## config.mk

```make
export PLATFORM = sky130hd
export DESIGN_NAME = slew_limit_real
export DESIGN_NICKNAME = d
export VERILOG_FILES = /design/src/rtl/slew_pkg.sv /design/src/rtl/real_align_sat.sv /design/src/rtl/slew_limit_real.sv
export SDC_FILE = /design/constraint.sdc
export NUM_CORES = 1
export LEC_CHECK = 0
export CAP_MARGIN = 30
export CORE_UTILIZATION = 55
export CTS_CLUSTER_SIZE = 40
export DETAILED_ROUTE_END_ITERATION = 6
export PLACE_DENSITY = 0.78
export RECOVER_POWER = 100
export REMOVE_ABC_BUFFERS = 1
export SYNTH_ARGS = -nofsm -noshare
export SYNTH_HDL_FRONTEND = slang
export SYNTH_SLANG_ARGS = --single-unit
```

## constraint.sdc

```tcl
create_clock -name clk -period 3.7 [get_ports clk]
set_input_delay 0.74 -clock clk [delete_from_list [all_inputs] [get_ports clk]]
set_output_delay 0.74 -clock clk [all_outputs]
set_load 0.01 [all_outputs]
```

## src/rtl/slew_pkg.sv

```systemverilog
// Shared types, slewing codes and fixed-point quantisation helper for the
// slew-rate limiter. Values are mantissa * 2^exponent.
package slew_pkg;

  typedef enum logic [1:0] {
    IDLE  = 2'd0,
    UP    = 2'd1,
    DOWN  = 2'd2,
    TRACK = 2'd3
  } slew_state_t;

  localparam logic [1:0] SLEW_NONE = 2'b00;
  localparam logic [1:0] SLEW_UP   = 2'b01;
  localparam logic [1:0] SLEW_DOWN = 2'b10;

  // Quantise a real to a mantissa with LSB weight 2^expo: round half away
  // from zero, saturate symmetrically to +/-(2^(width-1)-1).
  function automatic int quant_real(real x, int expo, int width);
    real scaled;
    real lim;
    int  q;
    scaled = x;
    if (expo < 0) begin
      for (int i = 0; i < -expo; i++) scaled = scaled * 2.0;
    end else begin
      for (int i = 0; i < expo; i++) scaled = scaled / 2.0;
    end
    lim = 1.0;
    for (int i = 0; i < width - 1; i++) lim = lim * 2.0;
    lim = lim - 1.0;
    if (scaled > lim) scaled = lim;
    else if (scaled < -lim) scaled = -lim;
    if (scaled >= 0.0) q = $rtoi(scaled + 0.5);
    else q = $rtoi(scaled - 0.5);
    return q;
  endfunction

endpackage

```

## src/rtl/real_align_sat.sv

```systemverilog
// Combinational exponent alignment between two fixed-point formats.
// Left shifts saturate to the symmetric output range; right shifts are
// arithmetic (truncate toward -inf) and are saturated the same way in case
// the output is narrower than the shifted input.
module real_align_sat #(
  parameter int IN_WIDTH  = 18,
  parameter int IN_EXP    = -12,
  parameter int OUT_WIDTH = 18,
  parameter int OUT_EXP   = -12
) (
  input  logic [IN_WIDTH-1:0]  in,
  output logic [OUT_WIDTH-1:0] out
);

  localparam int SHIFT = IN_EXP - OUT_EXP;
  localparam int LSH   = (SHIFT > 0) ? SHIFT : 0;
  // Wide enough to hold any shifted input plus the output range without wrap.
  localparam int WW    = IN_WIDTH + OUT_WIDTH + LSH;

  localparam logic signed [WW-1:0] MAX_W = {{(WW - OUT_WIDTH + 1){1'b0}}, {(OUT_WIDTH - 1){1'b1}}};
  localparam logic signed [WW-1:0] MIN_W = -MAX_W;

  logic signed [WW-1:0] ext;
  logic signed [WW-1:0] shifted;

  assign ext = {{(WW - IN_WIDTH){in[IN_WIDTH-1]}}, in};

  generate
    if (SHIFT >= 0) begin : g_left
      assign shifted = ext <<< SHIFT;
    end else begin : g_right
      assign shifted = ext >>> (-SHIFT);
    end
  endgenerate

  // Clamp the aligned value into the output mantissa range.
  always_comb begin
    if (shifted > MAX_W)      out = MAX_W[OUT_WIDTH-1:0];
    else if (shifted < MIN_W) out = MIN_W[OUT_WIDTH-1:0];
    else                      out = shifted[OUT_WIDTH-1:0];
  end

endmodule

```

## src/rtl/slew_limit_real.sv

```systemverilog
// Fixed-point slew-rate limiter: each enabled cycle the output moves toward
// the latest latched target by at most STEP LSBs, landing exactly on it.
// Reports slewing direction and a settled flag after SETTLE_CYCLES on target.
module slew_limit_real
  import slew_pkg::*;
#(
  parameter int  IN_WIDTH      = 18,
  parameter int  IN_EXP        = -12,
  parameter int  OUT_WIDTH     = 18,
  parameter int  OUT_EXP       = -12,
  parameter real MAX_STEP      = 0.25,
  parameter real INIT          = 0.0,
  parameter int  SETTLE_CYCLES = 4
) (
  input  logic                 clk,
  input  logic                 rst_n,
  input  logic                 cke,
  input  logic [IN_WIDTH-1:0]  in,
  input  logic                 in_valid,
  output logic [OUT_WIDTH-1:0] out,
  output logic                 out_valid,
  output logic [1:0]           slewing,
  output logic                 settled
);

  localparam int DW     = OUT_WIDTH + 2;
  localparam int STEP   = quant_real(MAX_STEP, OUT_EXP, OUT_WIDTH);
  localparam int INIT_Q = quant_real(INIT, OUT_EXP, OUT_WIDTH);
  localparam int CW     = (SETTLE_CYCLES < 1) ? 1 : $clog2(SETTLE_CYCLES + 1);

  localparam logic signed [DW-1:0]  STEP_W     = DW'(STEP);
  localparam logic [OUT_WIDTH-1:0]  STEP_O     = OUT_WIDTH'(STEP);
  localparam logic [OUT_WIDTH-1:0]  INIT_W     = OUT_WIDTH'(INIT_Q);
  localparam logic [CW-1:0]         SETTLE_MAX = CW'(SETTLE_CYCLES);

  generate
    if (STEP < 1 || SETTLE_CYCLES < 1) begin : g_bad_cfg
      $fatal(1, "slew_limit_real: quantised MAX_STEP must be >= 1 LSB and SETTLE_CYCLES >= 1");
    end
  endgenerate

  logic [OUT_WIDTH-1:0] aligned;

  real_align_sat #(
    .IN_WIDTH (IN_WIDTH),
    .IN_EXP   (IN_EXP),
    .OUT_WIDTH(OUT_WIDTH),
    .OUT_EXP  (OUT_EXP)
  ) u_align (
    .in (in),
    .out(aligned)
  );

  slew_state_t          state_reg, state_next;
  logic [OUT_WIDTH-1:0] out_reg, out_next;
  logic [OUT_WIDTH-1:0] target_reg, target_next;
  logic [CW-1:0]        settle_cnt_reg, settle_cnt_next;
  logic                 out_valid_reg, out_valid_next;
  logic                 settled_reg, settled_next;
  logic [OUT_WIDTH-1:0] t;
  logic signed [DW-1:0] diff;

  // Step computation: a fresh target is used on the edge it arrives, and IDLE
  // holds the output until the first accepted target.
  always_comb begin
    state_next     = state_reg;
    out_next       = out_reg;
    target_next    = target_reg;
    out_valid_next = out_valid_reg | in_valid;
    t              = in_valid ? aligned : target_reg;
    diff           = {{2{t[OUT_WIDTH-1]}}, t} - {{2{out_reg[OUT_WIDTH-1]}}, out_reg};

    if (state_reg != IDLE || in_valid) begin
      if (in_valid) target_next = aligned;
      if (diff > STEP_W) begin
        out_next   = out_reg + STEP_O;
        state_next = UP;
      end else if (diff < -STEP_W) begin
        out_next   = out_reg - STEP_O;
        state_next = DOWN;
      end else begin
        out_next   = t;
        state_next = TRACK;
      end
    end

    // A new target that differs from the current output restarts the count,
    // even if the output reaches it on this same edge.
    if (state_next != TRACK || (in_valid && aligned != out_reg)) begin
      settle_cnt_next = '0;
    end else if (settle_cnt_reg != SETTLE_MAX) begin
      settle_cnt_next = settle_cnt_reg + CW'(1);
    end else begin
      settle_cnt_next = settle_cnt_reg;
    end
    settled_next = (settle_cnt_next == SETTLE_MAX);
  end

  // State and datapath registers; cke low freezes everything.
  always_ff @(posedge clk or negedge rst_n) begin
    if (!rst_n) begin
      state_reg      <= IDLE;
      out_reg        <= INIT_W;
      target_reg     <= INIT_W;
      settle_cnt_reg <= '0;
      out_valid_reg  <= 1'b0;
      settled_reg    <= 1'b0;
    end else if (cke) begin
      state_reg      <= state_next;
      out_reg        <= out_next;
      target_reg     <= target_next;
      settle_cnt_reg <= settle_cnt_next;
      out_valid_reg  <= out_valid_next;
      settled_reg    <= settled_next;
    end
  end

  assign out       = out_reg;
  assign out_valid = out_valid_reg;
  assign settled   = settled_reg;
  assign slewing   = (state_reg == UP)   ? SLEW_UP   :
                     (state_reg == DOWN) ? SLEW_DOWN : SLEW_NONE;

endmodule

```

## Yosys cells after proc, flatten, opt, wreduce, memory -nomap -nowiden

Index checks and enable logic that the tools add are counted.

| storage, ports and cells | value |
|---|---|
| flip-flop bits (word level) | 43 |

| operators by class | value |
|---|---|
| magnitude comparators | 4 |
| $add $sub $neg | 4 |
| reductions and logical operators | 5 |
| equality and inequality tests | 6 |
| bitwise logic cells | 1 |
| muxes and demuxes | 12 |

Operator list:

| cell | count |
|---|---|
| 2-to-1 mux 18 bit | 5 |
| > comparator 19 x 12 -> 1 bit (second input constant) | 1 |
| less-than comparator 19 x 11 -> 1 bit (second input constant) | 1 |
| subtractor 18 x 18 -> 19 bit | 1 |
| adder 18 x 11 -> 18 bit (second input constant) | 1 |
| > comparator 18 bit (second input constant) | 1 |
| less-than comparator 18 bit (second input constant) | 1 |
| inequality test 18 bit | 1 |
| subtractor 18 x 11 -> 18 bit (second input constant) | 1 |
| 2-to-1 mux 2 bit | 4 |
| 2-to-1 mux 3 bit | 2 |
| adder 3 x 1 -> 3 bit (second input constant) | 1 |
| equality test 3 bit (second input constant) | 1 |
| inequality test 3 bit (second input constant) | 1 |
| equality test 2 x 1 -> 1 bit (second input constant) | 1 |
| equality test 2 bit (second input constant) | 1 |
| logical OR 1 bit | 2 |
| inequality test 2 bit (second input constant) | 1 |
| AND reduction 2 bit | 1 |
| nonzero test 2 bit | 1 |
| logical AND 1 bit | 1 |
| 2-to-1 mux 1 bit | 1 |
| bitwise OR 1 bit | 1 |

## Depth between registers and ports, before layout

Gate-level depths: netlist of the first run.

| depth | value |
|---|---|
| depth after elaboration | 13 |
| mapped depth | 23 |
| depth with buffers taken out | 19 |

## Cells and area by module

From an unflattened synthesis of the first run, not the netlist that was laid out.

| second synthesis, totals | value |
|---|---|
| cell total of the unflattened synthesis | 463 |
| area total of the unflattened synthesis | 3,863.7 um2 |

By module, submodules not included:

| module | seq. area each (um2) | area an instance (um2) | cells an instance | times used |
|---|---|---|---|---|
| slew_limit_real | 1,076.0 | 3,687.3 | 436 | 1 |
| real_align_sat | 0.0 | 176.4 | 27 | 1 |

## Least setup slack after synthesis of the first run

Ideal clock, no wire load.

| timing path | value |
|---|---|
| kind | input to register |
| from | in in[5] |
| to | reg out_reg[16] (netlist: out[16]) |
| setup slack | -1,295 ps |
| setup time | 132 ps |
| stages | 21 |
| arrival | 4,863 ps |
| required time | 3,568 ps |
| cells stage by stage | nor4_1 > nand4_1 > o21ai_0 > ha_1 > clkbuf_1 > clkbuf_1 > buf_1 > o2bb2ai_1 > ha_1 > o211a_1 > o31ai_2 > a2111oi_2 > o21ai_1 > o211a_2 > xnor2_1 > o41a_1 > buf_6 > buf_6 > a221o_1 > a22oi_2 > o31ai_1 |

| on the way | value |
|---|---|
| word-level cells in the longest chain between the ends | 8 |
| elaborated cells between the ends (all ways) | 10 |

Ends and longest elaborated chain:

| what | RTL line | RTL |
|---|---|---|
| start, declared | slew_limit_real.sv:18 | `input logic [IN_WIDTH-1:0] in,` |
| less-than comparator 18 bit | real_align_sat.sv:39 | `else if (shifted < MIN_W) out = MIN_W[OUT_WIDTH-1:0];` |
| 2-to-1 mux 18 bit | real_align_sat.sv:39 |  |
| 2-to-1 mux 18 bit (*) | real_align_sat.sv:38 | `if (shifted > MAX_W) out = MAX_W[OUT_WIDTH-1:0];` |
| 2-to-1 mux 18 bit (*) | -- |  |
| via t[3] | slew_limit_real.sv:60 | `logic [OUT_WIDTH-1:0] t;` |
| subtractor 18 x 18 -> 19 bit (*) | slew_limit_real.sv:71 | `diff = {{2{t[OUT_WIDTH-1]}}, t} - {{2{out_reg[OUT_WIDTH-1]}}, out_reg};` |
| less-than comparator 19 x 11 -> 1 bit | slew_limit_real.sv:78 | `end else if (diff < -STEP_W) begin` |
| 2-to-1 mux 18 bit | slew_limit_real.sv:78 |  |
| 2-to-1 mux 18 bit (*) | slew_limit_real.sv:75 | `if (diff > STEP_W) begin` |
| end signal, assigned | slew_limit_real.sv:110 | `out_reg <= out_next;` |
| end, declared | slew_limit_real.sv:55 | `logic [OUT_WIDTH-1:0] out_reg, out_next;` |

Mark *: on every way through the listed nets, which the timed path passes. The rest lies on a longest branch.
A chain may end at the register's enable or synchronous reset.

## Worst setup path in the final report of the first run

| timing path | value |
|---|---|
| from | in in[1] |
| to | reg out_reg[14] (netlist: out[14]) |

Same word-level chain as after synthesis.

==> results.md, run 1 <==
- Status: finished with violations
- Failing checks: negative setup slack
- Via count of the first global-routing pass: 4,722
- Worst vdd rail ir drop: 0.764 mV
- Cell type group with the largest total delay on the critical path: compound AO/OA/AOI/OAI gates
- Number of DRC violations after detailed-routing iteration 0: 649
- Worst path max stage delay: 460 ps
- Routed len/inst: 21.0 um
- Final max-slew violation count: 0
- Final WL: 15,400 um
- Effective utilization at floorplan: 56.9%
- Floorplan row count: 30
- Hold Fails Final Rpt: 0
- Last weighted congestion value of the routability-driven placer: 0.962
- Placement Setup Slack: -1890 ps
- Maximum count of clock buffers along a single path: 2
- Layout Area Growth over Synthesis: 50.3%
- Count of hold-fix buffers inserted at cts: 0
- Cell area after technology mapping: 0.00385 mm^2
- Worst Skew: 6.88 ps
- Cell repeated most along the worst path: sky130_fd_sc_hd__buf_6
- NumNets Final: 700
- Die W: 85.6 um
- Worst path required time: 3890 ps
- Non-filler cells in the finished layout: 734
- Final standard cell utilization of the core: 85.6%
- Clock root buffer: sky130_fd_sc_hd__clkbuf_8
- Critical-path cell with the highest stage delay: sky130_fd_sc_hd__o41a_1
- P_leak: 2.66 nW
- Nature of the critical path endpoint: flop
- Period utilisation layout: 128%
- EDFF count, synth: 0
- Synth warn: 0
- Area fraction of the dominant cell type after synthesis: 28.0%
- Ys flop type: sky130_fd_sc_hd__dfrtp_1
- Leading area contributor after synthesis: sky130_fd_sc_hd__dfrtp_1
- Worst Hold Class: flop to flop
- Placeable core area: 0.00676 mm^2
- Commonest non-fill, non-tap cell in the layout: sky130_fd_sc_hd__buf_4
- Combined global-route utilization of all metal layers: 38.8%
- Area enclosed by the die boundary: 0.00733 mm^2
- Setup TNS: -21,740 ps
- Cell Chain, Critical Path: clkdlybuf4s15_1, nor2_2, nand3_1, o21ai_2, ha_4, inv_2, and3_1, a21o_1, ha_1, nor2b_4, o31ai_4, buf_6, buf_6, a21oi_2, xor2_1, o41a_1, o41a_1, buf_6, buf_16, a32oi_1, nor3_1, a211o_1
- Proportion of synthesized flip-flops having asynchronous set or reset: 100%
- H-tree levels: 2
- Post-route setup slack: -1050 ps
- Headroom to the max-slew limit: 9.72%
- Unrepaired setup endpoints after global routing: true
- Clock-pin slew on the worst setup and hold paths: 80 ps
- Power density over cell area: 936 mW/mm^2
- Clock latency reported for the late side of the worst-skew pair: 310 ps
- Maximum number of pins on one net before global-route repair: 38
- Die boundary height: 85.6 um
- Min Hold Slack: 477 ps
- Count of nets left with antenna violations after detail routing: 0
- Min Tclk post-route: 4750 ps
- Number of inserted filler cells in the final layout: 352
- Sequential-to-total area share from yosys stat: 28.0%
- Main area contributors after synthesis: sky130_fd_sc_hd__dfrtp_1 (28%), sky130_fd_sc_hd__nand2_1 (8.7%), sky130_fd_sc_hd__ha_1 (7.5%)
- Proportion of layout cells with a drive suffix above 1: 34.1%
- Mean cell area of the mapped netlist: 7.72 um^2
- Antenna Diode Count: 0
- Synthesized instance count: 498
- Number of endpoints failing setup at the final stage: 24
- Number of I/O pins: 44
- Yosys cell types: 68
- Detailed Place HPWL: 9940 um
- Antenna violations before repair: 0
- TritonCTS Buffers: 5
- # DRC: 0
- Via count: 4,954
- Iteration count of the initial detailed-routing pass: 5
- Clock tree from TritonCTS: done
- Number of max-cap violations: 0
- Number of sinks handled by clock tree synthesis: 43
- Startpoint type of the worst setup path: input port
- Number of buffers added on ports: 43
- Wire length of the first global-routing pass: 22,300 um
- Critical path fanouts, max: 6
- FMAX: 211 MHz
- Flip-flop and latch count after synthesis: 43
- Cell count after placement: 699
- Most frequent cells in the layout: sky130_fd_sc_hd__buf_4 (119), sky130_fd_sc_hd__nand2_1 (88), sky130_fd_sc_hd__dfrtp_1 (43)
- Worst Tran Pin Value: 1350 ps
- Buf/Inv on CP: 6
- Category of the critical setup timing path: input port to flop
- Overall overflow remaining after global route: 0
- Vias per std cell: 6.75
- CP Data Arrival Time: 4940 ps
==> synth_stat cells, drive strengths merged (3+ instances only) <==
library cell / n
a211oi: 4
a21o: 7
a21oi: 24
a221oi: 3
a22oi: 3
a31oi: 6
a32oi: 4
and2: 3
and3: 8
buf: 10
clkbuf: 17
dfrtp: 43
ha: 23
inv: 33
mux2i: 3
nand2: 89
nand2b: 3
nand3: 12
nand4: 6
nor2: 37
nor2b: 10
nor3: 8
nor3b: 3
nor4: 3
nor4b: 4
o2111ai: 3
o211a: 3
o21a: 5
o21ai: 44
o22ai: 6
o2bb2ai: 13
o31ai: 4
o32ai: 6
o41a: 3
xnor2: 12
xor2: 6
==> area by class of cell <==
| type | count | area, um^2 | area share (%) |
|---|---|---|---|
| clock buffers | 6 | 82.6 | 1.43 |
| clock inverters | 1 | 5.00 | 0.0866 |
| inverters | 33 | 128 | 2.21 |
| multi-input cells | 395 | 2900 | 50.2 |
| flip-flops and latches | 43 | 1080 | 18.6 |
| well taps | 80 | 100 | 1.73 |
| repair buffers | 176 | 1490 | 25.7 |
==> logic make-up (layout without fill, tap and decap cells) <==
family          count (synthesis)  in the layout  share of synthesized area, %
compound gates                157            157                          28.7
xor+xnor                       18             18                          4.10
fa+ha+maj                      24             24                          8.00
buf+inv                        60            216                          6.47
flops                          43             43                          28.0
mux                             4              4                          1.07
simple gates                  192            192                          23.7
==> through the flow <==
step	power (mW)	cell area [um^2]
after floorplan	2.65	3720
after global placement	4.00	5050
after detailed placement	4.12	5080
after CTS	4.98	5560
after global routing	5.71	5780
final	5.41	5780
==> per-layer routing <==
layer	part of all wire [%]	wire [um]	GRT usage (%)	vias to the layer above
met1	37	5650	43.9	2326
met2	48	7480	68.1	394
met5	0	0	0	-
li1	-	-	-	2117
met3	9.5	1460	8.95	117
met4	5.4	839	20.3	0
==> power by group <==
group	switching [mW]	internal [mW]
clock network	0.176	0.147
logic	2.23	2.05
registers	0.168	0.636
==> final timing paths <==
kind / from / endpoint / slack [ps] / cells past startpoint
worst max-delay path: in[1] / out[14] / -1050 / 22
worst min-delay path: out_valid / out_valid / 480 / 1
worst max register to register: out[1] / out[14] / 80 / 15
worst min register to register: out_valid / out_valid / 480 / 1
max in group asynchronous: rst_n / out[10] / 1260 / 2
min in group asynchronous: rst_n / target_reg[5] / 630 / 1
==> what timing repair did <==
item	4_1_cts	5_1_grt
hold endpoints to repair	0	0
buffers inserted	18	9
gates cloned	1	0
gates resized for setup	109	45
endpoints found under the setup margin	24	24
pin swaps	37	19
Power figures use the tool's default switching activity.
==> run 2: changes to the inputs <==
--- a/config.mk
+++ b/config.mk
@@ -6,10 +6,12 @@
 export NUM_CORES = 1
 export LEC_CHECK = 0
 export CAP_MARGIN = 30
-export CORE_UTILIZATION = 55
+export CELL_PAD_IN_SITES_DETAIL_PLACEMENT = 2
+export CELL_PAD_IN_SITES_GLOBAL_PLACEMENT = 2
+export CORE_UTILIZATION = 34
 export CTS_CLUSTER_SIZE = 40
 export DETAILED_ROUTE_END_ITERATION = 6
-export PLACE_DENSITY = 0.78
+export PLACE_DENSITY_LB_ADDON = 0.1
 export RECOVER_POWER = 100
 export REMOVE_ABC_BUFFERS = 1
 export SYNTH_ARGS = -nofsm -noshare
==> results.md, run 2 <==
- EDFF count, synth: 0 (unchanged)
- Main area contributors after synthesis: sky130_fd_sc_hd__dfrtp_1 (28%), sky130_fd_sc_hd__nand2_1 (8.7%), sky130_fd_sc_hd__ha_1 (7.5%) (unchanged)
- Clock root buffer: sky130_fd_sc_hd__clkbuf_16 (was sky130_fd_sc_hd__clkbuf_8)
- Synthesized instance count: 498 (unchanged)
- Mean cell area of the mapped netlist: 7.72 um^2 (unchanged)
- Terminating stage of the flow: global routing (5_1_grt)
- Effective utilization at floorplan: 35.2% (was 56.9%)
- Detailed Place HPWL: 13,700 um (was 9940 um)
- Count of hold-fix buffers inserted at cts: 0 (unchanged)
- H-tree levels: 2 (unchanged)
- TritonCTS Buffers: 5 (unchanged)
- Maximum count of clock buffers along a single path: 2 (unchanged)
- Cell count after placement: 755 (was 699)
- Proportion of synthesized flip-flops having asynchronous set or reset: 100% (unchanged)
- Stop Error: [ERROR GRT-0232] Routing congestion too high. Check the congestion heatmap in the GUI.
- Number of sinks handled by clock tree synthesis: 43 (unchanged)
- Most frequent cell after synthesis: sky130_fd_sc_hd__nand2_1 (unchanged)
- Worst endpoint pin kind: register data pin
- Synth warn: 0 (unchanged)
- Ys flop type: sky130_fd_sc_hd__dfrtp_1 (unchanged)
- Area fraction of the dominant cell type after synthesis: 28.0% (unchanged)
- Yosys cell types: 68 (unchanged)
- Number of buffers added on ports: 43 (unchanged)
- Cell area after placement: 0.00517 mm^2 (was 0.00508 mm^2)
- Die boundary height: 108 um (was 85.6 um)
- Status: did not finish (was finished with violations)
- Overall overflow remaining after global route: 52
- Floorplan row count: 38 (was 30)
- Endpoint with the least setup slack after the last global-route repair: out[6]$_DFFE_PN0P_/D
- Cell area after technology mapping: 0.00385 mm^2 (unchanged)
- Sequential-to-total area share from yosys stat: 28.0% (unchanged)
- Combined global-route utilization of all metal layers: 70.3%
- Number of I/O pins: 44 (unchanged)
- Flip-flop and latch count after synthesis: 43 (unchanged)
- Most frequent cells after synthesis: sky130_fd_sc_hd__nand2_1 (89), sky130_fd_sc_hd__dfrtp_1 (43), sky130_fd_sc_hd__o21ai_0 (41), sky130_fd_sc_hd__nor2_1 (36), sky130_fd_sc_hd__inv_1 (33) (unchanged)
- Die W: 108 um (was 85.6 um)
- Maximum number of pins on one net before global-route repair: 38
- Last weighted congestion value of the routability-driven placer: 0.872 (was 0.962)
- Leading area contributor after synthesis: sky130_fd_sc_hd__dfrtp_1 (unchanged)
- Antenna violations before repair: 3
==> run 2: cell counts after synthesis <==
Identical to the previous run, type by type.
==> run 2: repair_timing <==
item | 4_1_cts
cloned | 1
endpoints found under the setup margin | 24
setup buffers | 39
pin swaps | 48
gates resized for setup | 166
==> run 2: metrics by stage <==
step	TNS [ps]	util, %	setup WS [ps]	hold WS [ps]
2_1_floorplan	-35370	-	-1750	438
3_3_place_gp	-39970	47.1	-1770	438
3_5_place_dp	-47900	47.3	-2130	459
4_1_cts	-24090	56.0	-1120	441
==> run 2: cell families after synthesis <==
group / share of synthesized area, %
AND/OR/NAND/NOR: 23.7
flip-flops: 28.0
AO/OA/AOI/OAI: 28.7
adder cells (fa/ha/maj): 8.00
XOR/XNOR: 4.10
buffers and inverters: 6.47
multiplexers: 1.07
==> run 2: routing by layer <==
layer	global-route usage [%]	GRT overflow
met1	72.1	0
met2	91.7	25
met3	46.0	0
met4	74.3	27
met5	1.34	0
==> run 3: changes to the inputs <==
--- a/config.mk
+++ b/config.mk
@@ -6,12 +6,9 @@
 export NUM_CORES = 1
 export LEC_CHECK = 0
 export CAP_MARGIN = 30
-export CELL_PAD_IN_SITES_DETAIL_PLACEMENT = 2
-export CELL_PAD_IN_SITES_GLOBAL_PLACEMENT = 2
-export CORE_UTILIZATION = 34
-export CTS_CLUSTER_SIZE = 40
+export CORE_UTILIZATION = 40
 export DETAILED_ROUTE_END_ITERATION = 6
-export PLACE_DENSITY_LB_ADDON = 0.1
+export PLACE_DENSITY_LB_ADDON = 0.15
 export RECOVER_POWER = 100
 export REMOVE_ABC_BUFFERS = 1
 export SYNTH_ARGS = -nofsm -noshare
==> results.md, run 3 (synthesized netlist as in run 1, its figures left out) <==
- Antenna Diode Count: 0
- Nature of the critical path endpoint: flop
- Number of DRC violations after detailed-routing iteration 0: 303
- Worst Skew: 7.25 ps
- Antenna violations before repair: 0
- Sequential cell area: 0.00108 mm^2
- NumNets Final: 694
- Vias per std cell: 5.71
- Worst path required time: 3890 ps
- Unrepaired setup endpoints after global routing: true
- Clock share of power: 7.3%
- Cell repeated most along the worst path: sky130_fd_sc_hd__buf_6
- Last weighted congestion value of the routability-driven placer: 0.925 (was 0.872)
- Die boundary height: 100 um (was 108 um)
- Switching power total: 2.35 mW
- Number of inserted filler cells in the final layout: 814
- TritonCTS Buffers: 5 (unchanged)
- Count of nets left with antenna violations after detail routing: 0
- Iteration count of the initial detailed-routing pass: 5
- Wire length of the first global-routing pass: 21,900 um
- P_leak: 2.58 nW
- Die W: 100 um (was 108 um)
- Critical path fanouts, max: 7
- Effective utilization at floorplan: 41.4% (was 35.2%)
- Part of the total power dissipated in sequential elements: 15.5%
- Min Hold Slack: 463 ps
- Overall overflow remaining after global route: 0
- Power density over cell area: 892 mW/mm^2
- Number of I/O pins: 44 (unchanged)
- Min Tclk post-route: 4610 ps
- Final WL: 13,700 um
- Number of sinks handled by clock tree synthesis: 43 (unchanged)
- Status: finished with violations (was did not finish)
- Switching share of total power: 45.9%
- Number of max-cap violations: 0
- Final max-slew violation count: 0
- Maximum number of pins on one net before global-route repair: 24
- # DRC: 0
- Cell Chain, Critical Path: clkdlybuf4s15_2, nor2_2, nand3_1, o21ai_1, ha_1, nor2_1, nand2_1, o21ai_2, ha_4, fa_2, nor2b_4, o31a_4, buf_6, o2111ai_4, nand3_2, nor3b_2, o32ai_2, o41a_1, buf_6, buf_4, o21ai_0, a31o_2, o311ai_1
- Worst vdd rail ir drop: 0.493 mV
- Clock latency reported for the late side of the worst-skew pair: 300 ps
- Area enclosed by the die boundary: 0.0100 mm^2
- Worst path max stage delay: 370 ps
- Clock root buffer: sky130_fd_sc_hd__clkbuf_8 (was sky130_fd_sc_hd__clkbuf_16)
- FMAX: 217 MHz
- Number of cell instances on the worst register-to-register path: 15
- Layout Area Growth over Synthesis: 49.1%
- Hold Fails Final Rpt: 0
- Routed len/inst: 17.6 um
- Commonest non-fill, non-tap cell in the layout: sky130_fd_sc_hd__buf_4
- Worst Tran Pin Value: 1350 ps
- Period utilisation layout: 125%
- Via count of the first global-routing pass: 4,465
- Power share of the combinational group: 77.2%
- Power Internal: 2.77 mW
- Startpoint type of the worst setup path: input port
- H-tree levels: 2 (unchanged)
- Final standard cell utilization of the core: 61.8%
- Clock tree from TritonCTS: done
- Floorplan row count: 35 (was 38)
- Headroom to the max-slew limit: 9.97%
- Post-route setup slack: -913 ps
- Detailed Place HPWL: 10,000 um (was 13,700 um)
- Number of endpoints failing setup at the final stage: 24
- Proportion of layout cells with a drive suffix above 1: 30.6%
- Critical-path cell with the highest stage delay: sky130_fd_sc_hd__o41a_1
- Category of the critical setup timing path: input port to flop
- Most frequent cells in the layout: sky130_fd_sc_hd__buf_4 (118), sky130_fd_sc_hd__nand2_1 (89), sky130_fd_sc_hd__dfrtp_1 (43)
- Setup TNS: -19,460 ps
- Clock-pin slew on the worst setup and hold paths: 80 ps
- Via count: 4,438
- Failing checks: negative setup slack
- CP Data Arrival Time: 4800 ps
- Placeable core area: 0.00928 mm^2
- Maximum count of clock buffers along a single path: 2 (unchanged)
- Area taken by multi-input logic gates: 0.00284 mm^2
- Worst Hold Class: flop to flop
- Instance count along the most critical hold path: 1
- Combined global-route utilization of all metal layers: 27.9%
- Number of buffers added on ports: 43 (unchanged)
-- run 3: path summary, 6_finish.rpt --
| path | start | end | slack, ps |
|---|---|---|---|
| worst min-delay path | out_valid | out_valid | 460 |
| max in group asynchronous | rst_n | target_reg[12] | 1240 |
| worst max register to register | out[1] | settle_cnt_reg[2] | 140 |
| worst min register to register | out_valid | out_valid | 460 |
| min in group asynchronous | rst_n | out[1] | 650 |
| worst max-delay path | in[11] | out[17] | -910 |
-- run 3: stage by stage --
step                      cells  total power [mW]  setup slack, ps  area, um^2
after global placement      741              4.04            -1730        5070
after CTS                   775              4.81             -938        5560
final                       777              5.12             -913        5740
after detailed placement    742              4.10            -1810        5090
after global routing        777              5.49            -1150        5740
after floorplan             471              2.65            -1750        3720
-- run 3: repair_timing --
item,CTS,global route
pin swaps,34,22
endpoints found under the hold margin,0,0
buffers inserted,25,2
gates cloned,1,0
resized for setup,87,39
endpoints found under the setup margin,24,24
hold buffers,0,0
-- run 3: critical path, delay by kind of cell --
kind	cells	cell delay, ps
buffers and inverters	4	670
AOI/OAI and AO/OA	9	1840
adders and majority gates	3	700
and+or+nand+nor	7	840
-- run 3: per-layer routing --
layer  vias to the layer above  share of wire, %  track usage [%]  routed length [um]
met3                        44               5.0             3.62                 683
met5                         -                 0                0                   0
met4                         0               2.9             11.0                 399
li1                       2107                 -                -                   -
met1                      2112                44             36.6                6090
met2                       175                48             46.7                6540
-- run 3: power groups by stage --
| stage | clock network (mW) | logic, mW | registers, mW |
|---|---|---|---|
| global placement | 0 | 3.27 | 0.777 |
| detailed placement | 0 | 3.32 | 0.786 |
| finish | 0.373 | 3.95 | 0.791 |
| global route | 0.393 | 4.29 | 0.808 |
| floorplan | 0 | 1.82 | 0.835 |
| CTS | 0.373 | 3.66 | 0.781 |
-- run 3: final cells by class --
class / instances / area share, %
multi-input cells: 395 / 49.5
repair buffers: 170 / 24.9
flip-flops and latches: 43 / 18.8
well taps: 129 / 2.81
inverters: 33 / 2.16
clock buffers: 6 / 1.27
clock inverters: 1 / 0.524
